## config.mk

```make
export PLATFORM = sky130hd
export DESIGN_NAME = sync_down_counter_flat
export DESIGN_NICKNAME = d
export VERILOG_FILES = /design/src/rtl/sync_down_counter_if.sv /design/src/rtl/sync_down_counter.sv /design/src/flat_wrapper.sv
export SDC_FILE = /design/constraint.sdc
export NUM_CORES = 1
export LEC_CHECK = 0
export ABC_AREA = 1
export BUFFER_PORTS_ARGS = -buffer_cell sky130_fd_sc_hd__buf_2
export CAP_MARGIN = 20
export CORE_MARGIN = 10
export CORE_UTILIZATION = 45
export CTS_CLUSTER_DIAMETER = 60
export DETAILED_ROUTE_END_ITERATION = 10
export GPL_ROUTABILITY_DRIVEN = 1
export GPL_TIMING_DRIVEN = 0
export PLACE_DENSITY_LB_ADDON = 0.12
export SLEW_MARGIN = 10
export SYNTH_ARGS = -nofsm -noshare
export SYNTH_HDL_FRONTEND = slang
export SYNTH_SLANG_ARGS = --single-unit
```

## constraint.sdc

```tcl
create_clock -name clk -period 1.2 [get_ports clk]
set_input_delay 0.18 -clock clk [delete_from_list [all_inputs] [get_ports clk]]
set_output_delay 0.18 -clock clk [all_outputs]
set_load 0.005 [all_outputs]
```

## src/rtl/sync_down_counter_if.sv

```systemverilog
// sync_down_counter_if: control and status bundle for the down-counter/timer
interface sync_down_counter_if #(parameter int WIDTH = 4);
  logic             load;
  logic [WIDTH-1:0] load_val;
  logic             en;
  logic             auto_reload;
  logic [WIDTH-1:0] count;
  logic             tc;
  logic             busy;
  logic             done;
  modport master (output load, load_val, en, auto_reload, input count, tc, busy, done);
  modport slave  (input load, load_val, en, auto_reload, output count, tc, busy, done);
endinterface

```

## src/rtl/sync_down_counter.sv

```systemverilog
// sync_down_counter: loadable down-counter with one-shot/periodic terminal count
module sync_down_counter #(parameter int WIDTH = 4) (
  input  logic                 clk,
  input  logic                 rst,
  sync_down_counter_if.slave   bus
);
  typedef enum logic [1:0] {IDLE, RUN, DONE} state_t;
  state_t           state_q, state_d;
  logic [WIDTH-1:0] count_q, count_d, reload_q, reload_d;
  logic             tc_q, tc_d;
  always_comb begin
    state_d  = state_q;
    count_d  = count_q;
    reload_d = reload_q;
    tc_d     = 1'b0;
    if (bus.load) begin
      count_d  = bus.load_val;
      reload_d = bus.load_val;
      state_d  = (bus.load_val != '0) ? RUN : DONE;
    end else if (state_q == RUN && bus.en) begin
      if (count_q > WIDTH'(1)) count_d = count_q - WIDTH'(1);
      else if (count_q == WIDTH'(1)) begin
        tc_d    = 1'b1;
        count_d = bus.auto_reload ? reload_q : '0;
        state_d = bus.auto_reload ? RUN : DONE;
      end
    end
  end
  always_ff @(posedge clk or negedge rst)
    if (!rst) begin
      state_q  <= IDLE;
      count_q  <= '0;
      reload_q <= '0;
      tc_q     <= 1'b0;
    end else begin
      state_q  <= state_d;
      count_q  <= count_d;
      reload_q <= reload_d;
      tc_q     <= tc_d;
    end
  assign bus.count = count_q;
  assign bus.tc    = tc_q;
  assign bus.busy  = (state_q == RUN);
  assign bus.done  = (state_q == DONE);
endmodule

```

## src/flat_wrapper.sv

```systemverilog
// flat-port wrapper written by rule: the top's interface ports become plain ports
module sync_down_counter_flat 
#(parameter int WIDTH = 4)
  (clk, rst, bus_load, bus_load_val, bus_en, bus_auto_reload, bus_count, bus_tc, bus_busy, bus_done);
  sync_down_counter_if #(.WIDTH(WIDTH)) bus_i ();
  input  logic clk;
  input  logic rst;
  input wire logic [$bits(bus_i.load)-1:0] bus_load;
  input wire logic [$bits(bus_i.load_val)-1:0] bus_load_val;
  input wire logic [$bits(bus_i.en)-1:0] bus_en;
  input wire logic [$bits(bus_i.auto_reload)-1:0] bus_auto_reload;
  output wire logic [$bits(bus_i.count)-1:0] bus_count;
  output wire logic [$bits(bus_i.tc)-1:0] bus_tc;
  output wire logic [$bits(bus_i.busy)-1:0] bus_busy;
  output wire logic [$bits(bus_i.done)-1:0] bus_done;
  assign bus_i.load = bus_load;
  assign bus_i.load_val = bus_load_val;
  assign bus_i.en = bus_en;
  assign bus_i.auto_reload = bus_auto_reload;
  assign bus_count = bus_i.count;
  assign bus_tc = bus_i.tc;
  assign bus_busy = bus_i.busy;
  assign bus_done = bus_i.done;
  sync_down_counter #(.WIDTH(WIDTH)) u_core (.clk(clk), .rst(rst), .bus(bus_i));
endmodule
```

==> impl_metrics.toml, run 1 <==
[outcome]
status = "complete, but fails checks"
violations = "setup timing"

[power]
clkPwrFrac_pct = 20.9
cellInternalPower_mw = 0.772
switching_power_mw = 0.470
p_per_area_nw_per_um2 = 1360
seqPwrFrac_pct = 39.2
combinationalPowerShare_pct = 39.9
ir_worst_vdd_v = 0.000575
power_mw = 1.24
swShare_pct = 37.9
p_leak_nw = 0.481

[worst_setup_path]
path_max_fanout = 5
crit_type = "reg -> reg"
startpoint_type = "flip-flop"
path_cells = "ha_4, o21ai_4, inv_2, nand3_2, nand2_2, nor2_2, nor2_2"
crit_path_end_kind = "flip-flop"
worst_path_max_delay_cell = "dfrtp_2"
cp.arrival_ps = 1470
slowest_delay_ps = 450
path_common_cell = "nor2_2"
required_ps = 1370

[global_route]
grtUsageTotal_pct = 10.5
grt_overflow = 0
antenna_found_initial = 0
grt_max_degree = 12
grt_pass1_wl_um = 2860
first_global_vias = 720

[clocking]
cts_root_buf = "clkbuf_4"
cts_inserted_buffers = 3
clock_path_buffers = 2
tritoncts = "yes"
clock_latency_ps = 280
cts_htree_levels = 1
cts.sinks = 11
clk_pin_slew_worst_paths_ps = 80

[route]
drc = 0
drt_wl_total_um = 1570
vias_per_cell = 5.13
drt-pass1-iter-count = 4
drtAntennaViolNets = 0
wl_per_cell_um = 12.0
vias = 672
drt_iter0_drc = 5

[sta]
setup_viol = 7
skew_ps = 9.35
slew_violations = 0
setup_slack_ps = -107
post-route-min-period_ps = 1310
fmax_mhz = 765
hold_viol = 0
min_period_over_period_pct = 109
rsz0062_at_grt = "yes"
slew_headroom_pct = 83.0
tightest_slew_ps = 255

[logic_synthesis]
seq_area_frac_synth_pct = 41.4
netlist_instances = 91
syn_area_um2 = 666
synth_warnings = 0
ys_ff_latch = 11
synth.distinct_cells = 18
synth_top_cell_by_area = "dfrtp_1"
postSynthNetCount = 102
syn_avg_cell_area_um2 = 7.31
ys_top_cells_by_area = "dfrtp_1 41%, nand2_1 16%, nand3_1 11%"
yosysTopAreaCellShare_pct = 41.4

[min_path]
hold_path.class = "in -> reg"

[die]
dieArea_um2 = 3420
rows = 13
initial_core_util_pct = 49.3
die_h_um = 58.5
pin_count = 16
coreArea_um2 = 1350
die_w_um = 58.5

[job]
maxCapViolations = 0

[cells_and_area]
area_growth_pct = 37.0
fin_cells = 131
drive_gt1_share_pct = 43.1
fin_util_pct = 67.6
fin_nets = 128
multi_input_area_um2 = 404
fillers = 130
diodes = 0
regArea_um2 = 277
final_area_um2 = 912

[placed_design]
placed_area_um2 = 782
io_buffer_count = 15
dp.cells = 121
gp_congestion = 0.741
dp_hpwl_um = 1180
-- registers in the layout, indices dropped and copies added (netlist names) --
name / count
u_core.state_q: 2
u_core.bus.tc: 1
u_core.reload_q: 4
u_core.bus.count: 4
-- final timing paths --
| check | from | endpoint | slack [ps] | depth (start not counted) |
|---|---|---|---|---|
| max reg2reg | u_core.bus.count[0] | u_core.bus.count[3] | -110 | 7 |
| min in group asynchronous | rst | u_core.state_q[1] | 290 | 2 |
| max | u_core.bus.count[0] | u_core.bus.count[3] | -110 | 7 |
| max in group asynchronous | rst | u_core.bus.count[0] | 680 | 2 |
| min | bus_load_val[2] | u_core.reload_q[2] | 160 | 3 |
| min reg2reg | u_core.reload_q[1] | u_core.reload_q[1] | 480 | 2 |
-- routing by layer --
metal  share of wire (%)  wire, µm  up-vias  global-route usage (%)
li1                    -         -      335                       -
met1                  44       699      320                    10.5
met2                  49       767       11                    17.8
met3                 4.8        76        6                    4.08
met4                 2.0        31        0                    6.71
met5                   0         0        -                       0
-- timing repair --
action / in CTS / in global routing
endpoints found under the setup margin: 5 / 7
resized for setup: 7 / 7
buffers inserted: 3 / 2
gates cloned: 0 / 0
hold buffers: 1 / 0
pin swaps: 5 / 1
hold endpoints to repair: 11 / 0
-- cells in the mapped netlist --
library cell,count
buf_2,1
clkinv_2,2
dfrtp_1,11
ha_1,2
inv_1,9
inv_2,2
nand2_1,28
nand2_2,3
nand2_4,2
nand3_1,14
nand3b_1,1
nand4_1,1
nor2_1,6
nor2_2,4
o21a_1,1
o21ai_0,2
o21ai_1,1
o21ai_2,1
-- final cells by class --
cell class              count  share of cell area (%)
multi-input cells          66                    44.3
flip-flops and latches     11                    30.3
repair buffers             21                    13.9
inverters                  13                    5.90
clock buffers               3                    2.47
well taps                  15                    2.06
clock inverters             1                   0.549
plain buffers               1                   0.549
-- per-stage QoR --
stage                     setup slack [ps]  TNS [ps]  hold WS, ps
final                                 -107      -450          156
after global routing                  -205     -1000          158
after CTS                             -102      -346          154
after detailed placement              -173      -713         67.0
after global placement                -156      -618         64.4
after floorplan                      -82.5      -288         -116
-- cell usage in the layout, fill, tap and decap left out --
cell	n
nor2_1	6
o21a_1	1
ha_4	2
inv_1	7
o21ai_1	1
nand3_2	1
buf_4	4
dfrtp_1	10
nor2_2	3
clkinv_2	3
buf_6	1
nand2_4	3
clkbuf_4	3
nor2_4	1
nand3b_1	1
nand3_1	12
buf_2	16
dlygate4sd3_1	1
inv_2	3
o21ai_0	2
o21ai_4	1
inv_4	1
dfrtp_2	1
nand3_4	1
nand2_2	6
nand4_1	1
nand2_1	24
-- cells by family (layout without fill, tap and decap cells) --
group,Yosys count,in the layout,share of synthesized area [%]
AO/OA/AOI/OAI,5,5,4.70
adder cells (fa/ha/maj),2,2,3.76
buffers and inverters,14,39,8.46
flip-flops,11,11,41.4
AND/OR/NAND/NOR,59,59,41.7
-- critical path: cells and delay by family (launching register included) --
family | cells | cell delay [ps]
and+or+nand+nor | 4 | 250
AOI/OAI and AO/OA | 1 | 240
buffers and inverters | 1 | 70
adders and majority gates | 1 | 190
DFF | 1 | 450
-- power groups by stage --
| stage | logic [mW] | registers (mW) | clock network, mW |
|---|---|---|---|
| floorplan | 0.290 | 0.477 | 0 |
| detailed placement | 0.408 | 0.482 | 0 |
| finish | 0.496 | 0.486 | 0.260 |
| global route | 0.568 | 0.495 | 0.290 |
| global placement | 0.400 | 0.480 | 0 |
| CTS | 0.467 | 0.479 | 0.268 |
Note: power is estimated with default switching activity, not from simulation.
==> run 2: changes to the inputs <==
- MAX_ROUTING_LAYER: unset -> met4
==> run 2 against run 1 <==
Against the previous run:
- the run still ends with setup timing left
- setup slack barely moved
- sequential power barely moved
- register-to-register slack hardly changed
- count of clock-buffer cells in the layout did not move
- fmax is essentially flat
- routed wire length is 0.19% higher
- via count increased by 0.15%
- total power hardly changed
- critical path depth stayed put
- die area unchanged
- sequential cell count did not move
==> impl_metrics.toml, run 2 (synthesis results as in run 1) <==
[route]
dr_wl_met3_um = 79
wl_per_cell_um = 12.0
drt-pass1-iter-count = 4
drt_iter0_drc = 5
vias = 673
vias_per_cell = 5.14
drc = 0
drtAntennaViolNets = 0
wl_met1_um = 699
wl_met2_um = 765
top_layer_used = "met4"
drt_wl_total_um = 1580

[clocking]
cts_htree_levels = 1
clock_latency_ps = 280
tritoncts = "yes"
cts_inserted_buffers = 3
clock_path_buffers = 2
clk_pin_slew_worst_paths_ps = 80
cts.sinks = 11
cts_root_buf = "clkbuf_4"

[die]
die_h_um = 58.5
initial_core_util_pct = 49.3
coreArea_um2 = 1350
rows = 13
die_w_um = 58.5
pin_count = 16
dieArea_um2 = 3420

[worst_setup_path]
required_ps = 1370
r2r_start = "u_core.bus.count[0]"
crit_path_start = "u_core.bus.count[0]"
reg2regPathDepth = 7
cp.arrival_ps = 1470
r2r_setup_slack_ps = -110
startpoint_type = "flip-flop"
crit_path_end = "u_core.bus.count[3]"
worstReg2RegEnd = "u_core.bus.count[3]"
path_max_fanout = 5
crit_path_end_kind = "flip-flop"
crit_type = "reg -> reg"

[job]
maxCapViolations = 0

[sta]
skew_ps = 9.62
slew_headroom_pct = 83.0
min_period_over_period_pct = 109
rsz0062_at_grt = "yes"
tns_ps = -449
setup_slack_ps = -107
tightest_slew_ps = 255
hold_viol = 0
fmax_mhz = 765
post-route-min-period_ps = 1310
setup_viol = 7
slew_violations = 0

[power]
power_mw = 1.24
cellInternalPower_mw = 0.772
switching_power_mw = 0.471
clkPwrFrac_pct = 20.9
combinationalPowerShare_pct = 39.9
p_leak_nw = 0.481
swShare_pct = 37.9
p_per_area_nw_per_um2 = 1360
seqPwrFrac_pct = 39.2
ir_worst_vdd_v = 0.000577

[global_route]
grt_max_degree = 12
grt_pass1_wl_um = 2850
first_global_vias = 721
grtUsageTotal_pct = 10.8
grt_overflow = 0
antenna_found_initial = 0

[placed_design]
gp_congestion = 0.750
placed_area_um2 = 782
dp_hpwl_um = 1180
io_buffer_count = 15

[outcome]
violations = "setup timing"
status = "complete, but fails checks"

[min_path]
hold_path.class = "in -> reg"
hp-start = "bus_load_val[2]"

[cells_and_area]
final_area_um2 = 912
fin_nets = 128
diodes = 0
final_common_cell = "nand2_1"
area_growth_pct = 37.0
fillers = 130
drive_gt1_share_pct = 43.1
final_cell_mix = "24 x nand2_1, 16 x buf_2, 12 x nand3_1"
==> run 2: cell counts in the layout (fill, tap and decap cells not counted) <==
No cell type changed its count.
==> run 2: critical path: stages (launching register included) <==
cell	delay, ps
dfrtp_2	450
ha_4	190
o21ai_4	240
inv_2	70
nand3_2	60
nand2_2	60
nor2_2	90
nor2_2	40
==> run 2: timing repair <==
item | in CTS | in global routing
resized for setup | 7 | 7
hold endpoints to repair | 11 | 0
pin swaps | 5 | 1
setup buffers | 3 | 2
hold buffers | 1 | 0
setup endpoints to repair | 5 | 7
==> run 2: power groups by stage <==
| stage | registers [mW] | logic, mW | clock network, mW |
|---|---|---|---|
| after floorplan | 0.477 | 0.290 | 0 |
| after global placement | 0.480 | 0.400 | 0 |
| after global routing | 0.495 | 0.568 | 0.290 |
| after detailed placement | 0.482 | 0.408 | 0 |
| after CTS | 0.479 | 0.467 | 0.268 |
| final | 0.486 | 0.496 | 0.260 |
==> run 2: area by class of cell <==
| cell class | instances | area [µm²] | share of cell area, % |
|---|---|---|---|
| clock buffers | 3 | 22.5 | 2.47 |
| inverters | 13 | 53.8 | 5.90 |
| multi-input cells | 66 | 404 | 44.3 |
| plain buffers | 1 | 5.00 | 0.549 |
| well taps | 15 | 18.8 | 2.06 |
| flip-flops and latches | 11 | 277 | 30.3 |
| repair buffers | 21 | 126 | 13.9 |
| clock inverters | 1 | 5.00 | 0.549 |
==> run 2: routing by layer <==
layer	vias to the layer above	global-route usage, %
li1	336	-
met1	320	10.5
met2	11	17.8
met3	6	4.08
met4	0	6.71
met5	-	-
==> run 2: worst min-delay path by stage <==
stage / to / slack (ps) / cells after the start
floorplan: u_core.bus.count[0] / -120 / 0
global placement: u_core.state_q[1] / 60 / 1
detailed placement: u_core.state_q[1] / 70 / 1
CTS: u_core.reload_q[2] / 150 / 3
global route: u_core.reload_q[2] / 160 / 3
finish: u_core.reload_q[2] / 150 / 3
==> run 2: stage by stage <==
step / worst slack, ps / hold slack (ps) / utilization, % / cells
finish: -107 / 155 / 67.6 / 131
detailed placement: -173 / 67.0 / 57.9 / 121
global route: -205 / 158 / 67.6 / 131
CTS: -102 / 154 / 64.3 / 129
floorplan: -82.5 / -116 / - / 91
global placement: -156 / 64.4 / 57.9 / 121
==> run 3: changes to the inputs <==
- TNS_END_PERCENT: unset -> 1
==> run 3 against run 2 <==
Against the previous run:
- the flow still finishes with violations (setup timing)
- clock power shrank 2%
- sequential power is 1% lower
- via count is 2.8% lower
- routed wire length fell by 6.3%
- setup slack worse by 14 ps
- critical path depth unchanged
- final cell count is 1.5% lower
- combinational power decreased by 6.9%
==> impl_metrics.toml, run 3 (synthesis results as in run 1) <==
[global_route]
first_global_vias = 665
antenna_found_initial = 0
grtUsageTotal_pct = 10.4
grt_overflow = 0
grt_pass1_wl_um = 2760
grt_max_degree = 12

[clocking]
clock_latency_ps = 270
cts_htree_levels = 1
clock_path_buffers = 2
cts_root_buf = "clkbuf_4"
tritoncts = "yes"
cts.sinks = 11
cts_inserted_buffers = 3
clk_pin_slew_worst_paths_ps = 80

[worst_setup_path]
required_ps = 1360
cp.arrival_ps = 1480
crit_path_end_kind = "flip-flop"
crit_type = "reg -> reg"
startpoint_type = "flip-flop"
path_max_fanout = 5

[cells_and_area]
drive_gt1_share_pct = 39.5
diodes = 0
final_common_cell = "nand2_1"
fin_cells = 129
fin_nets = 126
final_cell_mix = "26 x nand2_1, 16 x buf_2, 13 x nand3_1"
area_growth_pct = 29.9

[route]
drtAntennaViolNets = 0
drc = 0
drt_iter0_drc = 8
wl_per_cell_um = 11.5
drt_wl_total_um = 1480
drt-pass1-iter-count = 4
vias_per_cell = 5.07
vias = 654

[sta]
hold_viol = 0
fmax_mhz = 757
rsz0062_at_grt = "yes"
skew_ps = 8.92
slew_violations = 0
setup_slack_ps = -121
min_period_over_period_pct = 110
post-route-min-period_ps = 1320
tns_ps = -338
setup_viol = 4
tightest_slew_ps = 257
slew_headroom_pct = 82.8

[placed_design]
dp.cells = 121
dp_hpwl_um = 1140
gp_congestion = 0.750
io_buffer_count = 15

[job]
maxCapViolations = 0

[power]
ir_worst_vdd_v = 0.000607
p_leak_nw = 0.470
p_per_area_nw_per_um2 = 1380

[die]
die_h_um = 58.5
rows = 13
initial_core_util_pct = 49.3
coreArea_um2 = 1350
dieArea_um2 = 3420
die_w_um = 58.5
pin_count = 16

[outcome]
violations = "setup timing"
status = "complete, but fails checks"

[min_path]
hold_path.class = "in -> reg"
run 3: worst paths after layout:
path	cells past startpoint	slack, ps	from	to
max	7	-120	u_core.bus.count[0]	u_core.bus.count[3]
min	3	150	bus_load_val[2]	u_core.reload_q[2]
max reg2reg	7	-120	u_core.bus.count[0]	u_core.bus.count[3]
min reg2reg	2	480	u_core.reload_q[1]	u_core.reload_q[1]
max in group asynchronous	2	670	rst	u_core.bus.count[0]
min in group asynchronous	2	300	rst	u_core.state_q[1]
run 3: through the flow:
| step | hold WS, ps | utilization [%] | instance area (µm²) | power [mW] | worst slack (ps) |
|---|---|---|---|---|---|
| after floorplan | -116 | - | 688 | 0.766 | -82.5 |
| after global placement | 64.4 | 57.9 | 782 | 0.880 | -156 |
| after detailed placement | 67.8 | 57.9 | 782 | 0.888 | -174 |
| after CTS | 155 | 63.7 | 860 | 1.20 | -127 |
| after global routing | 162 | 64.0 | 865 | 1.31 | -196 |
| final | 152 | 64.0 | 865 | 1.20 | -121 |
run 3: critical path, cell delays in order, from the launching register on:
cell and delay, ps:
dfrtp_2 450, ha_4 190, o21ai_4 240, inv_2 70
nand3_2 60, nand2_2 50, nor2_2 110, nor2_2 40
run 3: metal layers:
layer  track usage [%]  wire (µm)
met5                 -          0
met4              5.03         17
met3              3.86         77
met2              16.5        721
met1              11.1        662
run 3: cell type report:
cell class	instances	area, µm²
buffer	1	5.00
timing repair buffer	19	108
clock inverter	1	5.00
inverter	13	52.6
sequential	11	277
multi-input combinational	66	377
fill	135	485
tap	15	18.8
clock buffer	3	22.5
run 3: repair_timing:
| item | in CTS | in global routing |
|---|---|---|
| setup buffers | 3 | 0 |
| endpoints found under the setup margin | 5 | 7 |
| endpoints found under the hold margin | 11 | 0 |
| hold buffers | 1 | 0 |
| gates resized for setup | 4 | 3 |
| pin swaps | 4 | 2 |
run 3: where the power goes:
group	internal [mW]	switching (mW)	total (mW)	leakage, nW
Clock	0.123	0.131	0.254	0.0177
Sequential	0.424	0.0559	0.480	0.132
Combinational	0.207	0.255	0.462	0.320
Total	0.754	0.441	1.20	0.470
